==> config.mk <==
export PLATFORM = sky130hd
export DESIGN_NAME = pharmacy_sched
export DESIGN_NICKNAME = d
export VERILOG_FILES = /design/src/rtl/pharmacy_pkg.sv /design/src/rtl/rr_arb2.sv /design/src/rtl/pharmacy_sched.sv
export SDC_FILE = /design/constraint.sdc
export NUM_CORES = 1
export LEC_CHECK = 0
export ABC_AREA = 0
export CORE_UTILIZATION = 40
export CTS_CLUSTER_DIAMETER = 50
export DETAILED_ROUTE_END_ITERATION = 16
export PLACE_DENSITY_LB_ADDON = 0.08
export SYNTH_ARGS = -nofsm -noshare
export SYNTH_HDL_FRONTEND = slang
export SYNTH_SLANG_ARGS = --single-unit
==> constraint.sdc <==
create_clock -name clk -period 2.61 [get_ports clk]
set_input_delay 0.261 -clock clk [delete_from_list [all_inputs] [get_ports clk]]
set_output_delay 0.261 -clock clk [all_outputs]
set_load 0.02 [all_outputs]
==> src/rtl/pharmacy_pkg.sv <==
// Shared encodings for the pharmacy check-in scheduler: memory command modes,
// default sizing, FSM state encoding and kiosk field extraction helpers.
package pharmacy_pkg;

    localparam int CAPACITY_DEF     = 10;
    localparam int LIST_TIMEOUT_DEF = 16;

    localparam logic [1:0] MODE_LIST    = 2'b00;
    localparam logic [1:0] MODE_NOP     = 2'b01;
    localparam logic [1:0] MODE_CHECKIN = 2'b10;
    localparam logic [1:0] MODE_DELETE  = 2'b11;

    typedef enum logic [2:0] {
        ST_IDLE       = 3'd0,
        ST_CMD        = 3'd1,
        ST_ACK        = 3'd2,
        ST_LIST_START = 3'd3,
        ST_LIST_RUN   = 3'd4,
        ST_LIST_END   = 3'd5
    } state_t;

    // Who owns the transaction currently in flight.
    typedef enum logic [1:0] {
        OWN_NONE  = 2'd0,
        OWN_SRV   = 2'd1,
        OWN_LST   = 2'd2,
        OWN_KIOSK = 2'd3
    } owner_t;

    // Student ID of kiosk idx from the packed kiosk ID bus.
    function automatic logic [4:0] kiosk_id(input logic [9:0] ids, input logic idx);
        return idx ? ids[9:5] : ids[4:0];
    endfunction

    // Check-in time of kiosk idx from the packed kiosk time bus.
    function automatic logic [7:0] kiosk_time(input logic [15:0] times, input logic idx);
        return idx ? times[15:8] : times[7:0];
    endfunction

endpackage

==> src/rtl/rr_arb2.sv <==
// Two-way round-robin arbiter. ptr names the kiosk that is preferred next;
// after a grant the pointer moves past the granted kiosk.
module rr_arb2 (
    input  logic       clk,
    input  logic       rst,
    input  logic [1:0] req,
    input  logic       advance,
    output logic [1:0] gnt,
    output logic       gnt_idx
);

    logic ptr;

    // Pick the preferred kiosk if it requests, otherwise the other one.
    always_comb begin
        gnt_idx = ptr;
        if (!req[ptr]) gnt_idx = ~ptr;
        gnt = 2'b00;
        if (req[gnt_idx]) gnt[gnt_idx] = 1'b1;
    end

    // Move the pointer past whichever kiosk was just granted.
    always_ff @(posedge clk) begin
        if (rst) begin
            ptr <= 1'b0;
        end else if (advance && (|req)) begin
            ptr <= ~gnt_idx;
        end
    end

endmodule

==> src/rtl/pharmacy_sched.sv <==
// Pharmacy check-in scheduler: arbitrates kiosk check-ins, pharmacist serves
// and list requests onto a single queue memory command port.
//
// Handshake: every requester (k_req[i], srv_req, lst_req) raises its request
// and holds it until it sees its one-cycle response (k_ack/k_nack, srv_ack/
// srv_nack, lst_done); it drops the request the cycle after that response.
// Requests are only sampled in IDLE, so a held request is never lost.
import pharmacy_pkg::*;

module pharmacy_sched #(
    parameter int CAPACITY     = CAPACITY_DEF,
    parameter int LIST_TIMEOUT = LIST_TIMEOUT_DEF
) (
    input  logic        clk,
    input  logic        rst,
    input  logic [1:0]  k_req,
    input  logic [9:0]  k_id,
    input  logic [15:0] k_time,
    output logic [1:0]  k_ack,
    output logic [1:0]  k_nack,
    input  logic        srv_req,
    output logic        srv_ack,
    output logic        srv_nack,
    input  logic        lst_req,
    output logic        lst_valid,
    output logic [4:0]  lst_id,
    output logic        lst_done,
    output logic [1:0]  mem_mode,
    output logic [4:0]  mem_id,
    output logic [7:0]  mem_time,
    input  logic [4:0]  mem_list,
    input  logic        mem_busy,
    input  logic        mem_ready,
    output logic [3:0]  occupancy
);

    state_t     state;
    owner_t     owner;
    logic       kiosk_sel;
    logic [3:0] lst_cnt;
    logic [7:0] run_cnt;

    logic [1:0] gnt;
    logic       gnt_idx;
    logic       arb_advance;
    logic [4:0] sel_id;
    logic [7:0] sel_time;

    // Kiosks only get a grant in IDLE when neither serve nor list is asking.
    assign arb_advance = (state == ST_IDLE) && !srv_req && !lst_req;
    assign sel_id      = kiosk_id(k_id, gnt_idx);
    assign sel_time    = kiosk_time(k_time, gnt_idx);

    rr_arb2 u_arb (
        .clk     (clk),
        .rst     (rst),
        .req     (k_req),
        .advance (arb_advance),
        .gnt     (gnt),
        .gnt_idx (gnt_idx)
    );

    // Main scheduler FSM with all outputs registered.
    always_ff @(posedge clk) begin
        if (rst) begin
            state     <= ST_IDLE;
            owner     <= OWN_NONE;
            kiosk_sel <= 1'b0;
            lst_cnt   <= 4'd0;
            run_cnt   <= 8'd0;
            mem_mode  <= MODE_NOP;
            mem_id    <= 5'd0;
            mem_time  <= 8'd0;
            lst_id    <= 5'd0;
            lst_valid <= 1'b0;
            lst_done  <= 1'b0;
            k_ack     <= 2'b00;
            k_nack    <= 2'b00;
            srv_ack   <= 1'b0;
            srv_nack  <= 1'b0;
            occupancy <= 4'd0;
        end else begin
            // Response strobes are single-cycle unless set below.
            k_ack     <= 2'b00;
            k_nack    <= 2'b00;
            srv_ack   <= 1'b0;
            srv_nack  <= 1'b0;
            lst_valid <= 1'b0;
            lst_done  <= 1'b0;

            case (state)
                ST_IDLE: begin
                    mem_mode <= MODE_NOP;
                    if (srv_req) begin
                        owner <= OWN_SRV;
                        if (occupancy == 4'd0) begin
                            srv_nack <= 1'b1;
                            state    <= ST_ACK;
                        end else begin
                            mem_mode <= MODE_DELETE;
                            state    <= ST_CMD;
                        end
                    end else if (lst_req) begin
                        owner <= OWN_LST;
                        if (occupancy == 4'd0) begin
                            lst_done <= 1'b1;
                            state    <= ST_ACK;
                        end else begin
                            mem_mode <= MODE_LIST;
                            state    <= ST_LIST_START;
                        end
                    end else if (|k_req) begin
                        owner     <= OWN_KIOSK;
                        kiosk_sel <= gnt_idx;
                        if ((occupancy == 4'(CAPACITY)) || (sel_id == 5'd0)) begin
                            k_nack <= gnt;
                            state  <= ST_ACK;
                        end else begin
                            mem_mode <= MODE_CHECKIN;
                            mem_id   <= sel_id;
                            mem_time <= sel_time;
                            state    <= ST_CMD;
                        end
                    end
                end

                ST_CMD: begin
                    mem_mode <= MODE_NOP;
                    state    <= ST_ACK;
                    if (owner == OWN_SRV) begin
                        srv_ack   <= 1'b1;
                        occupancy <= occupancy - 4'd1;
                    end else begin
                        k_ack     <= kiosk_sel ? 2'b10 : 2'b01;
                        occupancy <= occupancy + 4'd1;
                    end
                end

                // Response cycle: lets the requester drop its request before IDLE samples again.
                ST_ACK: begin
                    mem_mode <= MODE_NOP;
                    owner    <= OWN_NONE;
                    state    <= ST_IDLE;
                end

                ST_LIST_START: begin
                    mem_mode <= MODE_LIST;
                    lst_cnt  <= 4'd0;
                    run_cnt  <= 8'd0;
                    state    <= ST_LIST_RUN;
                end

                ST_LIST_RUN: begin
                    mem_mode <= MODE_LIST;
                    if (run_cnt == 8'(LIST_TIMEOUT - 1)) begin
                        mem_mode <= MODE_NOP;
                        lst_done <= 1'b1;
                        state    <= ST_LIST_END;
                    end else begin
                        run_cnt <= run_cnt + 8'd1;
                        if (lst_cnt < occupancy) begin
                            lst_id    <= mem_list;
                            lst_valid <= 1'b1;
                            lst_cnt   <= lst_cnt + 4'd1;
                        end else if (mem_ready && !mem_busy) begin
                            mem_mode <= MODE_NOP;
                            lst_done <= 1'b1;
                            state    <= ST_LIST_END;
                        end
                    end
                end

                ST_LIST_END: begin
                    mem_mode <= MODE_NOP;
                    owner    <= OWN_NONE;
                    state    <= ST_IDLE;
                end

                default: begin
                    mem_mode <= MODE_NOP;
                    state    <= ST_IDLE;
                end
            endcase
        end
    end

endmodule

# After elaboration in Yosys (flattened, before gate mapping)
# Cells that the tools add are included.
[word_totals] register_bits=51 input_bits=39 out_inout_bits=32 word_cells=126
[classes] add_sub_neg=4 order_cmp=4 n_eq_ne=13 n_mux=49 n_bitwise=11 n_reduce_logical=28
[ops] op="2-bit two-way mux" n=11
[ops] op="1-bit two-way mux" n=19
[ops] op="3-bit two-way mux" n=6
[ops] op="8-bit two-way mux" n=2
[ops] op="8-bit one-hot mux with 2 select lines" n=1
[ops] op="4-bit two-way mux" n=3
[ops] op="3-bit one-hot mux with 4 select lines" n=1
[ops] op="1-bit NOT" n=11
[ops] op="3-bit AND reduction" n=3
[ops] op="3-bit OR reduction" n=3
[ops] op="4-bit by 1-bit adder with 4-bit output, second input constant" n=2
[ops] op="8-bit by 1-bit adder with 8-bit output, second input constant" n=1
[ops] op="8-bit by 4-bit == test with 1-bit output, second input constant" n=1
[ops] op="4-bit one-hot mux with 2 select lines" n=1
[ops] op="7-bit OR reduction" n=1
[ops] op="3-bit by 2-bit == test with 1-bit output, second input constant" n=2
[ops] op="3-bit == test, second input constant" n=2
[ops] op="3-bit != test, second input constant" n=2
[ops] op="2-bit one-hot mux with 3 select lines" n=1
[ops] op="2-bit OR reduction" n=3
[ops] op="1-bit logical AND" n=5
[ops] op="5-bit zero test" n=1
[ops] op="5-bit two-way mux" n=1
[ops] op="5-bit AND reduction" n=1
[ops] op="19 further kinds" n=25

# Logic depth before layout (Yosys ltp)
# Gate-level depths: netlist of the first run.
[logic_depth] word_depth=11 depth_mapped=8 ltp_nobuf=8

# By module
# From an unflattened synthesis of the first run, not the netlist that was laid out.
[unflattened] hier_cells=276 hier_area_um2=2499.9
[modules_own_cells] mod="pharmacy_sched" n_inst=1 cells_per_inst=267 area_per_inst_um2=2427.3 seq_area_each_um2=1001.0
[modules_own_cells] mod="rr_arb2" n_inst=1 cells_per_inst=9 area_per_inst_um2=72.6 seq_area_each_um2=20.0

# Worst setup path after synthesis of the first run
# Ideal clock, no wire load.
[synth_path] kind="reg-to-reg" startpoint="reg occupancy[1]" endpoint="reg lst_cnt[3]" setup_ps=72 t_arrival_ps=2051 t_required_ps=2538 path_slack_ps=487 path_stages_with_launch=7 path_buffers=0 synth_period_minus_slack_ps=2123 path_cell_list="dfxtp_1 -> inv_1 -> ha_1 -> a2111oi_4 -> o21ai_2 -> or3_1 -> a21oi_1"
[synth_between] elab_chain_cells=3
[synth_lines] item="start, declared" line="pharmacy_sched.sv:34" rtl="output logic [3:0] occupancy"
[synth_lines] item="start signal, assigned" line="pharmacy_sched.sv:132" rtl="occupancy <= occupancy - 4'd1;"
[synth_lines] item="start signal, assigned" line="pharmacy_sched.sv:135" rtl="occupancy <= occupancy + 4'd1;"
[synth_lines] item="4-bit < comparator" line="pharmacy_sched.sv:161" rtl="if (lst_cnt < occupancy) begin"
[synth_lines] item="2-bit != test (no source line)"
[synth_lines] item="3-bit AND reduction (no source line)"
[synth_lines] item="end signal, assigned" line="pharmacy_sched.sv:164" rtl="lst_cnt <= lst_cnt + 4'd1;"
[synth_lines] item="end, declared" line="pharmacy_sched.sv:40" rtl="logic [3:0] lst_cnt;"
# No other way between the ends.
# A chain may end at the register's enable or synchronous reset.

# Worst setup path after layout of the first run
[layout_path] startpoint="in k_id[5]" endpoint="reg mem_mode[0]"
[layout_between] elab_chain_cells=8
[layout_lines] item="start, declared" line="pharmacy_sched.sv:17" rtl="input logic [9:0] k_id,"
[layout_lines] item="5-bit two-way mux" line="pharmacy_pkg.sv:32" rtl="return idx ? ids[9:5] : ids[4:0];"
[layout_lines] item="5-bit zero test" line="pharmacy_sched.sv:115" rtl="if ((occupancy == 4'(CAPACITY)) || (sel_id == 5'd0)) begin"
[layout_lines] item="1-bit logical OR" line="pharmacy_sched.sv:115"
[layout_lines] item="2-bit two-way mux" line="pharmacy_sched.sv:115"
[layout_lines] item="2-bit two-way mux" line="pharmacy_sched.sv:112" rtl="end else if (|k_req) begin"
[layout_lines] item="2-bit two-way mux" line="pharmacy_sched.sv:103" rtl="end else if (lst_req) begin"
[layout_lines] item="2-bit two-way mux" line="pharmacy_sched.sv:94" rtl="if (srv_req) begin"
[layout_lines] item="2-bit one-hot mux with 3 select lines" line="pharmacy_sched.sv:91" rtl="case (state)"
[layout_lines] item="end signal, assigned" line="pharmacy_sched.sv:93" rtl="mem_mode <= MODE_NOP;"
[layout_lines] item="end signal, assigned" line="pharmacy_sched.sv:100" rtl="mem_mode <= MODE_DELETE;"
[layout_lines] item="end signal, assigned" line="pharmacy_sched.sv:109" rtl="mem_mode <= MODE_LIST;"
[layout_lines] item="end, declared" line="pharmacy_sched.sv:28" rtl="output logic [1:0] mem_mode,"
# No other way between the ends.

==> impl_metrics.csv, run 1 <==
group,metric,value,unit
status,outcome,"finished, final reports clean",
detailed_routing,remaining_drc_errors,0,
detailed_routing,drt-initial-drc-count,89,
clock_tree,cts_root_buffer,"clkbuf_8",
global_routing,antenna_found_initial,0,
clock_tree,clock_latency,0.30,ns
synth,synth.avg_cell_area,8.92,um^2
setup_path,path_max_fanout,3,
setup_path,crit_required,2.86,ns
setup_path,critPathLaunchType,"input pin",
floorplan,die_w,81.3,um
min_path,min_delay_path_depth,1,
floorplan,rows,28,
sta,rsz0062_at_grt,"false",
placed_design,dp_slack,0.123,ns
synth,synthesis.instances,282,
global_routing,grtUsageMet2,33.1,%
setup_path,rr_worst_depth,6,
flow_run,maxCapViolCount,0,
layout,instances_no_fill,431,
global_routing,grt_use_met1,26.5,%
sta,fin_skew,0.00575,ns
sta,slew_violations,0,
floorplan,fp.dieArea,6610,um^2
layout,final-seq-area,1020,um^2
power_and_ir_drop,power.density,548,nW/um^2
layout,multi_input_area,1420,um^2
global_routing,grt_util_met3,4.38,%
layout,fin_util,57.4,%
synth,yosys.area_share.simple,22.9,%
placed_design,gp_congestion,0.812,
synth,ys_seq_elements,51,
synth,synth_compound_area_share,18.7,%
synth,synth_mux_area_share,6.37,%
clock_tree,cts_setup_buffers,0,
sta,fin_tns_setup,0,ns
synth,synth_cell_types,46,
clock_tree,clock-sinks,51,
placed_design,numPortBuffers,70,
synth,synth_top_area_share,40.6,%
clock_tree,cts_buffers,5,
sta,setup_viol,0,
global_routing,grt_pass1_wl,10400,um
clock_tree,clkTransAtPathRegs,0.09,ns
synth,synth_commonest_cells,"dfxtp_1 (51), nor2_1 (38), a21oi_1 (19)",
layout,final_area,3440,um^2
detailed_routing,wl_per_cell,14.1,um
synth,synth_xor_area_share,3.83,%
synth,synth_top_family_by_area,"simple AND/OR/NAND/NOR gates",
detailed_routing,viasPerCell,5.36,
layout,diodes,0,
global_routing,grt.total_usage,20.2,%
sta,fin_hold_ws,0.473,ns
power_and_ir_drop,power_leakage,1.28,nW
layout,area_delta_synth_final,36.6,%
placed_design,dp_hpwl,4610,um
clock_tree,cts.path.max_buffers,2,
clock_tree,ctsHoldBuffers,0,
sta,hold_viol_final,0,
layout,finalNetCount,402,
layout,fillers,534,
detailed_routing,wl,6100,um
min_path,min_path_type,"reg -> reg",
synth,yosysMostFrequentCell,"dfxtp_1",
global_routing,grt-busiest-layer,"met2",
floorplan,start_util,42.0,%
placed_design,dpl-instance-area,3310,um^2
power_and_ir_drop,ir_worst_vdd,0.246,mV
synth,syn_nets,329,
synth,synth_fa_ha_area_share,4.28,%
sta,max-slew-margin-rel,48.8,%
global_routing,grt_max_degree,21,
clock_tree,htree_levels,2,
sta,final.setup.worst_slack,0.362,ns
power_and_ir_drop,p_total,1.88,mW
clock_tree,cts_tree,"yes",
synth,synthArstFlopShare,0,%
synth,yosysWarningCount,0,
clock_tree,cts-resized-gates,0,
floorplan,fp.dieH,81.3,um
floorplan,core_area,5990,um^2
sta,clock.fmax,445,MHz
sta,layout_worst_path_cycle_share,86.1,%
setup_path,worstSetupEndpointType,"register",
placed_design,placed_cells,423,
synth,synth_edf_count,0,
setup_path,cp.arrival,2.49,ns
sta,worstMarginPinSlew,0.761,ns
detailed_routing,firstDrtPassIters,4,
global_routing,gr-total-overflow,0,
detailed_routing,postRouteAntennaNets,0,
synth,ys_seq_area_share,40.6,%
synth,synth_ff_type,"dfxtp_1",
synth,yosysTopAreaCell,"dfxtp_1",
synth,ys_top_cells_by_area,"dfxtp_1 (41%), mux2i_1 (6.4%), nor2_1 (5.7%)",
setup_path,critical_path_class,"in -> reg",
sta,fin_crit,2.25,ns
global_routing,grt_pass1_vias,2246,
layout,drive_gt1_share,7.30,%
synth,netlist_area,2510,um^2
detailed_routing,vias,2312,
floorplan,io-pin-count,71,
sequential cells by signal (all words and copies together), names as in the netlist:
signal,flops
mem_time,8
k_ack,2
mem_mode,2
srv_nack,1
lst_id,5
state,3
lst_done,1
mem_id,5
lst_valid,1
u_arb.ptr,1
run_cnt,8
lst_cnt,4
k_nack,2
owner,2
srv_ack,1
occupancy,4
kiosk_sel,1
final timing paths:
path | start | endpoint | slack (ns)
setup / recovery | k_id[5] | mem_mode[0] | 0.36
setup reg to reg | occupancy[1] | lst_cnt[3] | 0.38
hold reg to reg | kiosk_sel | k_ack[0] | 0.47
hold / removal | kiosk_sel | k_ack[0] | 0.47
report_power, final:
part           total, mW  switching [mW]  internal, mW
combinational      0.453           0.234         0.219
sequential         0.862          0.0389         0.824
clock              0.566           0.256         0.310
total               1.88           0.529          1.35
cells in the final DEF (no fill, tap or decap), types with 8 or more instances in the layout:
master           instances
a211oi_1                13
a21oi_1                 19
clkdlybuf4s50_1         70
dfxtp_1                 51
inv_1                    8
mux2i_1                 16
nand2_1                 17
nand3_1                 11
nor2_1                  38
nor3_1                  10
o21ai_0                 10
xnor2_1                  8
cell type report:
type	instances	share of cell area, %
clock buffers	6	2.40
clock inverters	2	1.02
inverters	8	0.874
multi-input cells	212	41.3
flip-flops and latches	51	29.7
repair buffers	77	21.9
well taps	75	2.73
logic make-up (layout without fill, tap and decap cells):
kind of cell    Yosys count  after routing
mux                      16             16
flops                    51             51
fa+ha+maj                 8              8
compound gates           64             64
buf+inv                  19             93
simple gates            113            113
xor+xnor                 11             11
critical path, stage by stage:
cell and delay [ns]:
clkdlybuf4s50_1 0.45, or4_1 0.59, nor4_1 0.48, buf_4 0.21, nor3_1 0.07, a221o_1 0.35, nand4_1 0.08
routing by layer:
layer	vias up	routed length [um]
met5	-	0
met4	0	69
met3	5	307
met2	56	2830
met1	1077	2890
li1	1174	-
Note: power is estimated with default switching activity, not from simulation.
==> run 2: changes to the inputs <==
- CTS_BUF_LIST: unset -> sky130_fd_sc_hd__clkbuf_2 sky130_fd_sc_hd__clkbuf_4 sky130_fd_sc_hd__clkbuf_8
==> results of run 2 <==
Final layout, timing and power as in run 1 (identical DEF).
==> run 3: changes to the inputs <==
- ABC_CLOCK_PERIOD_IN_PS: unset -> 2610
==> results of run 3 <==
Final layout, timing and power as in run 1 (identical DEF).
